===== config.mk =====
export PLATFORM = sky130hd
export DESIGN_NAME = div_ctrl_flat
export DESIGN_NICKNAME = d
export VERILOG_FILES = /design/src/rtl/div_ctrl_if.sv /design/src/rtl/div_ctrl.sv /design/src/flat_wrapper.sv
export SDC_FILE = /design/constraint.sdc
export NUM_CORES = 1
export LEC_CHECK = 0
export ABC_AREA = 0
export CAP_MARGIN = 10
export CORE_MARGIN = 2
export CORE_UTILIZATION = 29
export CTS_BUF_LIST = sky130_fd_sc_hd__clkbuf_8
export CTS_CLUSTER_SIZE = 30
export DETAILED_ROUTE_END_ITERATION = 8
export PLACE_DENSITY = 0.51
export REMOVE_ABC_BUFFERS = 1
export SKIP_CTS_REPAIR_TIMING = 1
export SYNTH_ARGS = -nofsm -noshare
export SYNTH_HDL_FRONTEND = slang
export SYNTH_SLANG_ARGS = --single-unit

===== constraint.sdc =====
create_clock -name clk -period 5.05 [get_ports clk]
set_clock_uncertainty 0.05 [all_clocks]
set_input_delay 1.515 -clock clk [delete_from_list [all_inputs] [get_ports clk]]
set_output_delay 1.515 -clock clk [all_outputs]
set_load 0.02 [all_outputs]

===== src/rtl/div_ctrl_if.sv =====
// Configuration/control and period-output bundle for the divider sequencer.
interface div_ctrl_if #(
  parameter int unsigned WIDTH = 8,
  parameter int unsigned BW    = 8
);
  logic             cfg_valid;
  logic             cfg_ready;
  logic [WIDTH-1:0] cfg_div;
  logic [BW-1:0]    cfg_burst;
  logic             start;
  logic             stop;
  logic             tick;
  logic             done;
  logic             busy;
  logic [WIDTH-1:0] phase;

  modport master (
    output cfg_valid, cfg_div, cfg_burst, start, stop,
    input  cfg_ready, tick, done, busy, phase
  );

  modport slave (
    input  cfg_valid, cfg_div, cfg_burst, start, stop,
    output cfg_ready, tick, done, busy, phase
  );
endinterface


===== src/rtl/div_ctrl.sv =====
// Divider sequencer: emits a tick every D clocks, continuously or for B ticks,
// with divisor/burst changes deferred to the next period boundary while running.
module div_ctrl #(
  parameter int unsigned WIDTH = 8,
  parameter int unsigned BW    = 8
) (
  input  logic        clk,
  input  logic        rst,
  div_ctrl_if.slave   bus
);

  typedef enum logic [0:0] {
    ST_IDLE = 1'b0,
    ST_RUN  = 1'b1
  } state_e;

  state_e           state_q, state_d;
  logic [WIDTH-1:0] phase_q, phase_d;
  logic [WIDTH-1:0] d_act_q, d_act_d;
  logic [BW-1:0]    b_rem_q, b_rem_d;
  logic             pend_q, pend_d;
  logic [WIDTH-1:0] d_pend_q, d_pend_d;
  logic [BW-1:0]    b_pend_q, b_pend_d;
  logic             tick_q, tick_d;
  logic             done_q, done_d;

  logic             cfg_ready_c;
  logic             cfg_fire_c;
  logic [WIDTH-1:0] cfg_div_eff_c;
  logic             period_end_c;

  // Only one reconfiguration may be queued while running.
  assign cfg_ready_c   = (state_q == ST_IDLE) || !pend_q;
  assign cfg_fire_c    = bus.cfg_valid && cfg_ready_c;
  assign cfg_div_eff_c = (bus.cfg_div == '0) ? WIDTH'(1) : bus.cfg_div;
  assign period_end_c  = (phase_q == (d_act_q - WIDTH'(1)));

  assign bus.cfg_ready = cfg_ready_c;
  assign bus.tick      = tick_q;
  assign bus.done      = done_q;
  assign bus.busy      = (state_q == ST_RUN);
  assign bus.phase     = phase_q;

  always_ff @(posedge clk) begin
    if (rst) begin
      state_q  <= ST_IDLE;
      phase_q  <= '0;
      d_act_q  <= WIDTH'(1);
      b_rem_q  <= '0;
      pend_q   <= 1'b0;
      d_pend_q <= WIDTH'(1);
      b_pend_q <= '0;
      tick_q   <= 1'b0;
      done_q   <= 1'b0;
    end else begin
      state_q  <= state_d;
      phase_q  <= phase_d;
      d_act_q  <= d_act_d;
      b_rem_q  <= b_rem_d;
      pend_q   <= pend_d;
      d_pend_q <= d_pend_d;
      b_pend_q <= b_pend_d;
      tick_q   <= tick_d;
      done_q   <= done_d;
    end
  end

  always_comb begin
    state_d  = state_q;
    phase_d  = phase_q;
    d_act_d  = d_act_q;
    b_rem_d  = b_rem_q;
    pend_d   = pend_q;
    d_pend_d = d_pend_q;
    b_pend_d = b_pend_q;
    tick_d   = 1'b0;
    done_d   = 1'b0;

    unique case (state_q)
      ST_IDLE: begin
        phase_d = '0;
        // Config on the start edge lands in the active registers before the run begins.
        if (cfg_fire_c) begin
          d_act_d = cfg_div_eff_c;
          b_rem_d = bus.cfg_burst;
        end
        if (bus.start) begin
          state_d = ST_RUN;
        end
      end

      ST_RUN: begin
        if (bus.stop) begin
          // Abort wins over a due tick; any queued or arriving config becomes active.
          state_d = ST_IDLE;
          phase_d = '0;
          if (pend_q) begin
            d_act_d = d_pend_q;
            b_rem_d = b_pend_q;
            pend_d  = 1'b0;
          end
          if (cfg_fire_c) begin
            d_act_d = cfg_div_eff_c;
            b_rem_d = bus.cfg_burst;
          end
        end else if (period_end_c) begin
          phase_d = '0;
          tick_d  = 1'b1;
          if (b_rem_q != '0) begin
            b_rem_d = b_rem_q - BW'(1);
            if (b_rem_q == BW'(1)) begin
              done_d  = 1'b1;
              state_d = ST_IDLE;
            end
          end
          if (pend_q) begin
            d_act_d = d_pend_q;
            b_rem_d = b_pend_q;
            pend_d  = 1'b0;
          end
          // A config arriving on a tick edge waits for the next boundary, unless the run just ended.
          if (cfg_fire_c) begin
            if (state_d == ST_IDLE) begin
              d_act_d = cfg_div_eff_c;
              b_rem_d = bus.cfg_burst;
            end else begin
              pend_d   = 1'b1;
              d_pend_d = cfg_div_eff_c;
              b_pend_d = bus.cfg_burst;
            end
          end
        end else begin
          phase_d = phase_q + WIDTH'(1);
          if (cfg_fire_c) begin
            pend_d   = 1'b1;
            d_pend_d = cfg_div_eff_c;
            b_pend_d = bus.cfg_burst;
          end
        end
      end

      default: begin
        state_d = ST_IDLE;
        phase_d = '0;
      end
    endcase
  end

endmodule


===== src/flat_wrapper.sv =====
// flat-port wrapper written by rule: the top's interface ports become plain ports
module div_ctrl_flat 
#(
  parameter int unsigned WIDTH = 8,
  parameter int unsigned BW    = 8
)
  (clk, rst, bus_cfg_valid, bus_cfg_div, bus_cfg_burst, bus_start, bus_stop, bus_cfg_ready, bus_tick, bus_done, bus_busy, bus_phase);
  div_ctrl_if #(.WIDTH(WIDTH), .BW(BW)) bus_i ();
  input  logic clk;
  input  logic rst;
  input wire logic [$bits(bus_i.cfg_valid)-1:0] bus_cfg_valid;
  input wire logic [$bits(bus_i.cfg_div)-1:0] bus_cfg_div;
  input wire logic [$bits(bus_i.cfg_burst)-1:0] bus_cfg_burst;
  input wire logic [$bits(bus_i.start)-1:0] bus_start;
  input wire logic [$bits(bus_i.stop)-1:0] bus_stop;
  output wire logic [$bits(bus_i.cfg_ready)-1:0] bus_cfg_ready;
  output wire logic [$bits(bus_i.tick)-1:0] bus_tick;
  output wire logic [$bits(bus_i.done)-1:0] bus_done;
  output wire logic [$bits(bus_i.busy)-1:0] bus_busy;
  output wire logic [$bits(bus_i.phase)-1:0] bus_phase;
  assign bus_i.cfg_valid = bus_cfg_valid;
  assign bus_i.cfg_div = bus_cfg_div;
  assign bus_i.cfg_burst = bus_cfg_burst;
  assign bus_i.start = bus_start;
  assign bus_i.stop = bus_stop;
  assign bus_cfg_ready = bus_i.cfg_ready;
  assign bus_tick = bus_i.tick;
  assign bus_done = bus_i.done;
  assign bus_busy = bus_i.busy;
  assign bus_phase = bus_i.phase;
  div_ctrl #(.WIDTH(WIDTH), .BW(BW)) u_core (.clk(clk), .rst(rst), .bus(bus_i));
endmodule

==> results of run 1 <==
## synth_stat cells, types with 7 or more instances
cell                       count  area, um^2
sky130_fd_sc_hd__mux2i_1      11         110
sky130_fd_sc_hd__xnor2_1       9        78.8
sky130_fd_sc_hd__xor2_1        8        70.1
sky130_fd_sc_hd__a31o_1        9        78.8
sky130_fd_sc_hd__nor2_1       17        63.8
sky130_fd_sc_hd__dfxtp_1      44         881
sky130_fd_sc_hd__nand2_1      24        90.1
sky130_fd_sc_hd__inv_1         9        33.8
sky130_fd_sc_hd__a21oi_1      37         185
sky130_fd_sc_hd__clkbuf_1     21        78.8
sky130_fd_sc_hd__or4_1         7        52.6
sky130_fd_sc_hd__o31ai_1       7        52.6
sky130_fd_sc_hd__o21ai_0      23         115
sky130_fd_sc_hd__nand3_1      19        95.1
sky130_fd_sc_hd__o211ai_1     10        75.1
## how the worst min path moves through the flow
stage,start,end,slack [ns],cells past startpoint
floorplan,u_core.b_rem_q[5],u_core.b_rem_q[5],0.42,2
global placement,u_core.b_rem_q[5],u_core.b_rem_q[5],0.44,2
detailed placement,u_core.b_rem_q[5],u_core.b_rem_q[5],0.45,2
CTS,u_core.b_rem_q[5],u_core.b_rem_q[5],0.46,2
global route,u_core.b_rem_q[5],u_core.b_rem_q[5],0.50,2
finish,u_core.b_rem_q[5],u_core.b_rem_q[5],0.46,2
## placed cells by master, fill, tap and decap left out, types with 6 or more instances in the layout
| master | n |
|---|---|
| sky130_fd_sc_hd__a31o_2 | 6 |
| sky130_fd_sc_hd__a31o_1 | 9 |
| sky130_fd_sc_hd__mux2i_1 | 11 |
| sky130_fd_sc_hd__nand2b_1 | 6 |
| sky130_fd_sc_hd__o211ai_1 | 10 |
| sky130_fd_sc_hd__xor2_1 | 8 |
| sky130_fd_sc_hd__nand2_1 | 24 |
| sky130_fd_sc_hd__xnor2_1 | 9 |
| sky130_fd_sc_hd__o21ai_0 | 23 |
| sky130_fd_sc_hd__a21oi_1 | 37 |
| sky130_fd_sc_hd__nor2_1 | 17 |
| sky130_fd_sc_hd__nand3_1 | 19 |
| sky130_fd_sc_hd__o31ai_1 | 7 |
| sky130_fd_sc_hd__inv_1 | 10 |
| sky130_fd_sc_hd__dfxtp_1 | 44 |
| sky130_fd_sc_hd__clkdlybuf4s50_1 | 32 |
| sky130_fd_sc_hd__or4_1 | 7 |
## sequential cells by signal (all words and copies together) (netlist names)
signal,count
u_core.bus.phase,8
u_core.d_pend_q,8
u_core.bus.done,1
u_core.b_pend_q,8
u_core.bus.busy,1
u_core.pend_q,1
u_core.b_rem_q,8
u_core.bus.tick,1
u_core.d_act_q,8
## routing by layer
layer | vias to the layer above | routed length [um]
li1 | 1309 | -
met1 | 1263 | 3750
met2 | 44 | 3980
met3 | 11 | 265
met4 | 0 | 122
met5 | - | 0
## logic make-up after synthesis
| kind of cell | after synthesis |
|---|---|
| AO/OA/AOI/OAI | 124 |
| AND/OR/NAND/NOR | 105 |
| flip-flops | 44 |
| buffers and inverters | 35 |
| XOR/XNOR | 17 |
| multiplexers | 12 |
| adder cells (fa/ha/maj) | 5 |
## tightest hold or removal path: stages, from the launching register on
cell and delay, ns:
sky130_fd_sc_hd__dfxtp_1 0.34, sky130_fd_sc_hd__nand3_1 0.07, sky130_fd_sc_hd__a21oi_1 0.06
## power by group
part / total, mW / internal (mW) / switching, mW
Combinational: 0.208 / 0.0887 / 0.119
Clock: 0.272 / 0.145 / 0.127
Sequential: 0.391 / 0.363 / 0.0277
Total: 0.871 / 0.597 / 0.274
## cell type report
type | count | area, um^2 | area share [%]
flip-flops and latches | 44 | 881 | 26.8
inverters | 10 | 37.5 | 1.14
clock inverters | 3 | 38.8 | 1.18
multi-input cells | 263 | 1740 | 53.0
repair buffers | 37 | 358 | 10.9
clock buffers | 5 | 68.8 | 2.09
well taps | 129 | 161 | 4.91
## metrics by stage
stage | setup WS (ns) | cells
final | 1.12 | 491
after global routing | 0.895 | 491
after CTS | 1.16 | 491
after detailed placement | 0.833 | 483
after global placement | 0.959 | 483
after floorplan | 1.84 | 317
==> results.rst, run 1 <==
.. list-table::
   :header-rows: 1

   * - Metric
     - Value
   * - Worst hold-check slack
     - 0.457 ns
   * - Number of cells on the worst reg-to-reg path
     - 8
   * - Async SR Flop Fraction
     - 0%
   * - Worst-case clock buffer depth
     - 2
   * - Total global-route track usage
     - between 15 and 20%
   * - Clock tree from TritonCTS
     - done
   * - Total wire length
     - 8120 um
   * - Fill cell count
     - 997
   * - Critical path capture point type
     - flip-flop
   * - Final standard cell utilization of the core
     - 35.6%
   * - Number of flops mapped to enable cells by yosys
     - 0
   * - Pleak
     - roughly 1.1 nW
   * - Top Family by Delay on Critical Path
     - compound AO/OA/AOI/OAI gates
   * - DR vias
     - 2627
   * - Vias per std cell
     - roughly 5.4
   * - Kind of launch point of the worst setup path
     - primary input
   * - Number of global-route vias before repair
     - roughly 2600
   * - Largest net degree at the start of global routing
     - 24
   * - Post-synthesis compound-gate area fraction
     - 30.9%
   * - Synthesis Warnings
     - 0
   * - Number of endpoints with negative hold slack in the final report
     - 0
   * - Site row count
     - 35
   * - CP max stage cell
     - sky130_fd_sc_hd__clkdlybuf4s50_1
   * - Total CTS buffers
     - 5
   * - Crit-path max FO
     - 12
   * - Setup-failing EPs final
     - 0
   * - Highest clock frequency the design can meet
     - 0.254 GHz
   * - Multiplexer fraction of the synthesized cell area
     - 4.38%
   * - Final cycle utilization of the critical path
     - 77.9%
   * - Power after layout
     - a little under 0.9 mW
   * - Layout Nets
     - a little under 400
   * - Number of cells on the critical path
     - 7
   * - Unrepaired setup endpoints after global routing
     - false
   * - Clock sink count
     - 44
   * - Number of max-capacitance violations reported
     - 0
   * - Number of distinct standard cells referenced by the synthesized netlist
     - 58
   * - Cells traversed along the worst timing path
     - clkdlybuf4s50_1 -> nor2b_1 -> o21ai_0 -> and2_1 -> a222oi_1 -> a21oi_1 -> o21a_1
   * - Number of search-and-repair iterations in the first detailed-routing pass
     - 4
   * - Growth of design area from synthesis to finish
     - 18.6%
   * - # port buffers
     - 32
   * - Slew @ Worst Pin
     - around 1.1 ns
   * - Main combinational cell family by area after synthesis
     - compound AO/OA/AOI/OAI gates
   * - Max-slew headroom at the worst pin
     - 27.4%
   * - Ports
     - 33
   * - Global-route wire length before repair
     - 13500 um
   * - Clock-pin slew on the worst setup and hold paths
     - 0.09 ns
   * - Area share of xor/xnor cells in the synthesized design
     - 5.37%
   * - Capturing instance or port of the critical path
     - u_core.b_rem_q[6]
   * - Core Area
     - roughly 9000 um^2
   * - Antenna violations before repair
     - 0
   * - Total gr overflow
     - 0
   * - M1 GR Usage
     - 21.2%
   * - Data required time at the worst endpoint
     - around 5.2 ns
   * - Half-perimeter wire length after detailed placement
     - 5700 um
   * - Slew Viols, Final
     - 0
   * - Power density of the placed cells
     - 265 nW/um^2
   * - Setup total negative slack
     - 0 ns
   * - Cell at the root of the clock tree
     - sky130_fd_sc_hd__clkbuf_8
   * - Clock insertion delay at the later pin of the skew report
     - 0.30 ns
   * - Routed length per placed instance
     - 16.5 um
   * - Synth Cell Area
     - roughly 2800 um^2
   * - Fraction of the yosys area taken by sequential cells
     - 31.8%
   * - Buf/Inv on CP
     - 1
   * - Critical path class
     - primary input to flip-flop
   * - Remaining DRCs
     - 0
   * - Start point of the critical path
     - bus_stop
   * - Number of nets still failing antenna checks after routing
     - 0
   * - Post-synthesis cell count
     - about 340
   * - Horizontal die dimension
     - 102 um
   * - Startpoint of the most critical register-to-register path
     - u_core.b_rem_q[0]
   * - Average cell area after synthesis
     - 8.11 um^2
   * - Worst VDD drop
     - 0.000112 V
   * - Global-route met2 utilization
     - around 29%
   * - Period minus WS final
     - around 3.9 ns
   * - Diode count
     - 0
   * - Met3 GRT Util
     - 2.55%
   * - Synth Area in Adders
     - 2.26%
   * - Area fraction in and, or, nand and nor cells after synthesis
     - 19.9%
   * - First DRT Iteration DRCs
     - 127
   * - Reg-to-reg endpoint
     - u_core.b_rem_q[5]
   * - Number of H-tree levels
     - 2
   * - Predominant post-synthesis flop cell
     - sky130_fd_sc_hd__dfxtp_1
   * - Height of the die
     - 102 um
   * - Fraction of final layout cells sized beyond drive strength 1
     - just under 8%
   * - Crit path DAT
     - 4.08 ns
   * - Reg2reg setup slack
     - around 1.5 ns
   * - Hold Crit Class
     - flip-flop to flip-flop
   * - Starting density of the core
     - 30.0%
   * - Run status
     - finished, final reports clean
   * - Full die area
     - 10400 um^2
   * - Placer congestion estimate
     - 0.830
   * - Peak per-stage delay on the critical path
     - 0.53 ns
   * - Busiest grt layer
     - met2
   * - Register bit count reported by yosys
     - 44
   * - Post-route design area
     - between 3000 and 4000 um^2
   * - Placed instance area
     - ~3200 um^2
No activity file was read; power rests on OpenSTA's default activity.
==> inputs of run 2 (changes only) <==
PLACE_DENSITY = 0.53   (was 0.51)
clock period = 3.6 ns   (was 5.05 ns; I/O delays follow)
==> run 2 against run 1 <==
Effect of this change: clock-buffer cell count grew 2; final area grew 1.5%; core utilization grew 0.53 points; combinational power grew 44%; worst setup slack lost 0.56 ns; global-route usage shrank 1.7 points; register-to-register slack lost 0.92 ns; clock power grew 24%; power grew 35%; critical endpoint is now u_core.bus.phase[3]; largest power group unchanged.
==> results.rst, run 2 (same netlist as run 1, synthesis figures left out) <==
.. list-table::
   :header-rows: 1

   * - Metric
     - Value
   * - Height of the die
     - 102 um
   * - Half-perimeter wire length after detailed placement
     - 5530 um
   * - Worst-case clock buffer depth
     - 2
   * - Global-route wire length before repair
     - 12300 um
   * - Remaining DRCs
     - 0
   * - Period minus WS final
     - 3.04 ns
   * - Diode count
     - 0
   * - Data required time at the worst endpoint
     - roughly 3.7 ns
   * - # port buffers
     - 32
   * - Total wire length
     - 7420 um
   * - Slew Viols, Final
     - 0
   * - Horizontal die dimension
     - 102 um
   * - Hold Crit Class
     - flip-flop to flip-flop
   * - Number of nets still failing antenna checks after routing
     - 0
   * - Final cycle utilization of the critical path
     - 84.4%
   * - Run status
     - finished, final reports clean
   * - Number of global-route vias before repair
     - roughly 2400
   * - Layout Nets
     - a little under 400
   * - First DRT Iteration DRCs
     - 105
   * - Critical path capture point type
     - flip-flop
   * - Full die area
     - 10400 um^2
   * - Fill cell count
     - 972
   * - Power density of the placed cells
     - 352 nW/um^2
   * - Setup total negative slack
     - 0 ns
   * - Highest clock frequency the design can meet
     - 0.329 GHz
   * - Final standard cell count with taps included and fillers excluded
     - 498
   * - Number of search-and-repair iterations in the first detailed-routing pass
     - 4
   * - Sequential share of power
     - 46.0%
   * - Clock insertion delay at the later pin of the skew report
     - 0.29 ns
   * - DR vias
     - 2666
   * - Ports
     - 33
   * - Largest net degree at the start of global routing
     - 24
   * - Most used cells in the layout excluding fill and tap cells
     - sky130_fd_sc_hd__dfxtp_1 (44), sky130_fd_sc_hd__a21oi_1 (37), sky130_fd_sc_hd__clkdlybuf4s50_1 (32)
   * - Number of max-capacitance violations reported
     - 0
   * - Pleak
     - 1.16 nW
   * - Crit-path max FO
     - 13
   * - Critical path class
     - flip-flop to flip-flop
   * - Max-slew headroom at the worst pin
     - ~45%
   * - Most common cell after layout, fill and taps aside
     - sky130_fd_sc_hd__dfxtp_1
   * - Number of instances in the placed design
     - slightly below 500
   * - Routed length per placed instance
     - 14.9 um
   * - Total CTS buffers
     - 5
   * - Total global-route track usage
     - between 10 and 15%
   * - Share of power burned in combinational logic
     - 25.4%
   * - Starting density of the core
     - approximately 30%
   * - Fraction of final layout cells sized beyond drive strength 1
     - around a tenth
   * - Slew @ Worst Pin
     - 0.811 ns
   * - Cell Int Power
     - around 0.81 mW
   * - Placer congestion estimate
     - 0.915
   * - Unrepaired setup endpoints after global routing
     - false
   * - Number of endpoints with negative hold slack in the final report
     - 0
   * - Crit path DAT
     - 3.17 ns
   * - Core Area
     - roughly 9000 um^2
   * - Kind of launch point of the worst setup path
     - flip-flop
   * - Cell at the root of the clock tree
     - sky130_fd_sc_hd__clkbuf_8
   * - Vias per std cell
     - between 5 and 6
   * - Growth of design area from synthesis to finish
     - 20.4%
   * - Clock-pin slew on the worst setup and hold paths
     - roughly 0.08 ns
   * - Antenna violations before repair
     - 0
   * - Clock sink count
     - 44
   * - Site row count
     - 35
   * - Clock tree from TritonCTS
     - done
   * - Number of H-tree levels
     - 2
   * - Total gr overflow
     - 0
   * - Clock network power share
     - 28.6%
   * - Switching pwr
     - 0.366 mW
   * - Worst VDD drop
     - 0.000132 V
   * - Setup-failing EPs final
     - 0
   * - Fraction of power spent switching nets
     - 31.1%
## run 2: layer usage
layer	global-route usage, %	part of all wire [%]	vias up
met5	0	0	-
met4	3.33	1.2	0
met3	2.83	3.6	6
met2	25.4	49	51
met1	19.8	46	1274
li1	-	-	1335
## run 2: power groups by stage
stage          Clock, mW  Sequential, mW  Combinational (mW)
6_report           0.337           0.540               0.299
2_1_floorplan          0           0.548               0.196
3_5_place_dp           0           0.551               0.297
5_1_grt            0.368           0.545               0.331
4_1_cts            0.352           0.540               0.298
3_3_place_gp           0           0.552               0.297
## run 2: per-stage QoR
stage                     util (%)  setup slack, ns  power (mW)  area [um^2]  hold slack [ns]
after floorplan                  -            0.704       0.744         2660            0.418
after global placement        35.1            0.496       0.849         3240            0.445
after detailed placement      35.1            0.465       0.848         3240            0.466
after CTS                     36.1            0.595        1.19         3340            0.484
after global routing          36.1            0.352        1.24         3340            0.525
final                         36.1            0.560        1.18         3340            0.474
## run 2: cell type report
class	count	area, um^2	share of cell area [%]
multi-input cells	263	1740	52.2
inverters	10	37.5	1.12
well taps	129	161	4.84
repair buffers	45	418	12.5
flip-flops and latches	44	881	26.4
clock buffers	7	96.3	2.89
## run 2: worst paths after layout
kind                                           from                  end  slack [ns]  cells past startpoint
worst max-delay path              u_core.d_act_q[0]  u_core.bus.phase[3]        0.56                      8
worst min-delay path            u_core.bus.phase[0]  u_core.bus.phase[0]        0.47                      1
worst max register to register    u_core.d_act_q[0]  u_core.bus.phase[3]        0.56                      8
worst min register to register  u_core.bus.phase[0]  u_core.bus.phase[0]        0.47                      1
## run 2: critical path, cell delays in order (launching register included)
cell,delay [ns]
sky130_fd_sc_hd__dfxtp_1,0.37
sky130_fd_sc_hd__inv_1,0.08
sky130_fd_sc_hd__ha_1,0.20
sky130_fd_sc_hd__or3b_1,0.40
sky130_fd_sc_hd__or4_4,0.45
sky130_fd_sc_hd__a211oi_1,0.45
sky130_fd_sc_hd__o211a_1,0.48
sky130_fd_sc_hd__or3_1,0.36
sky130_fd_sc_hd__nor2_1,0.09
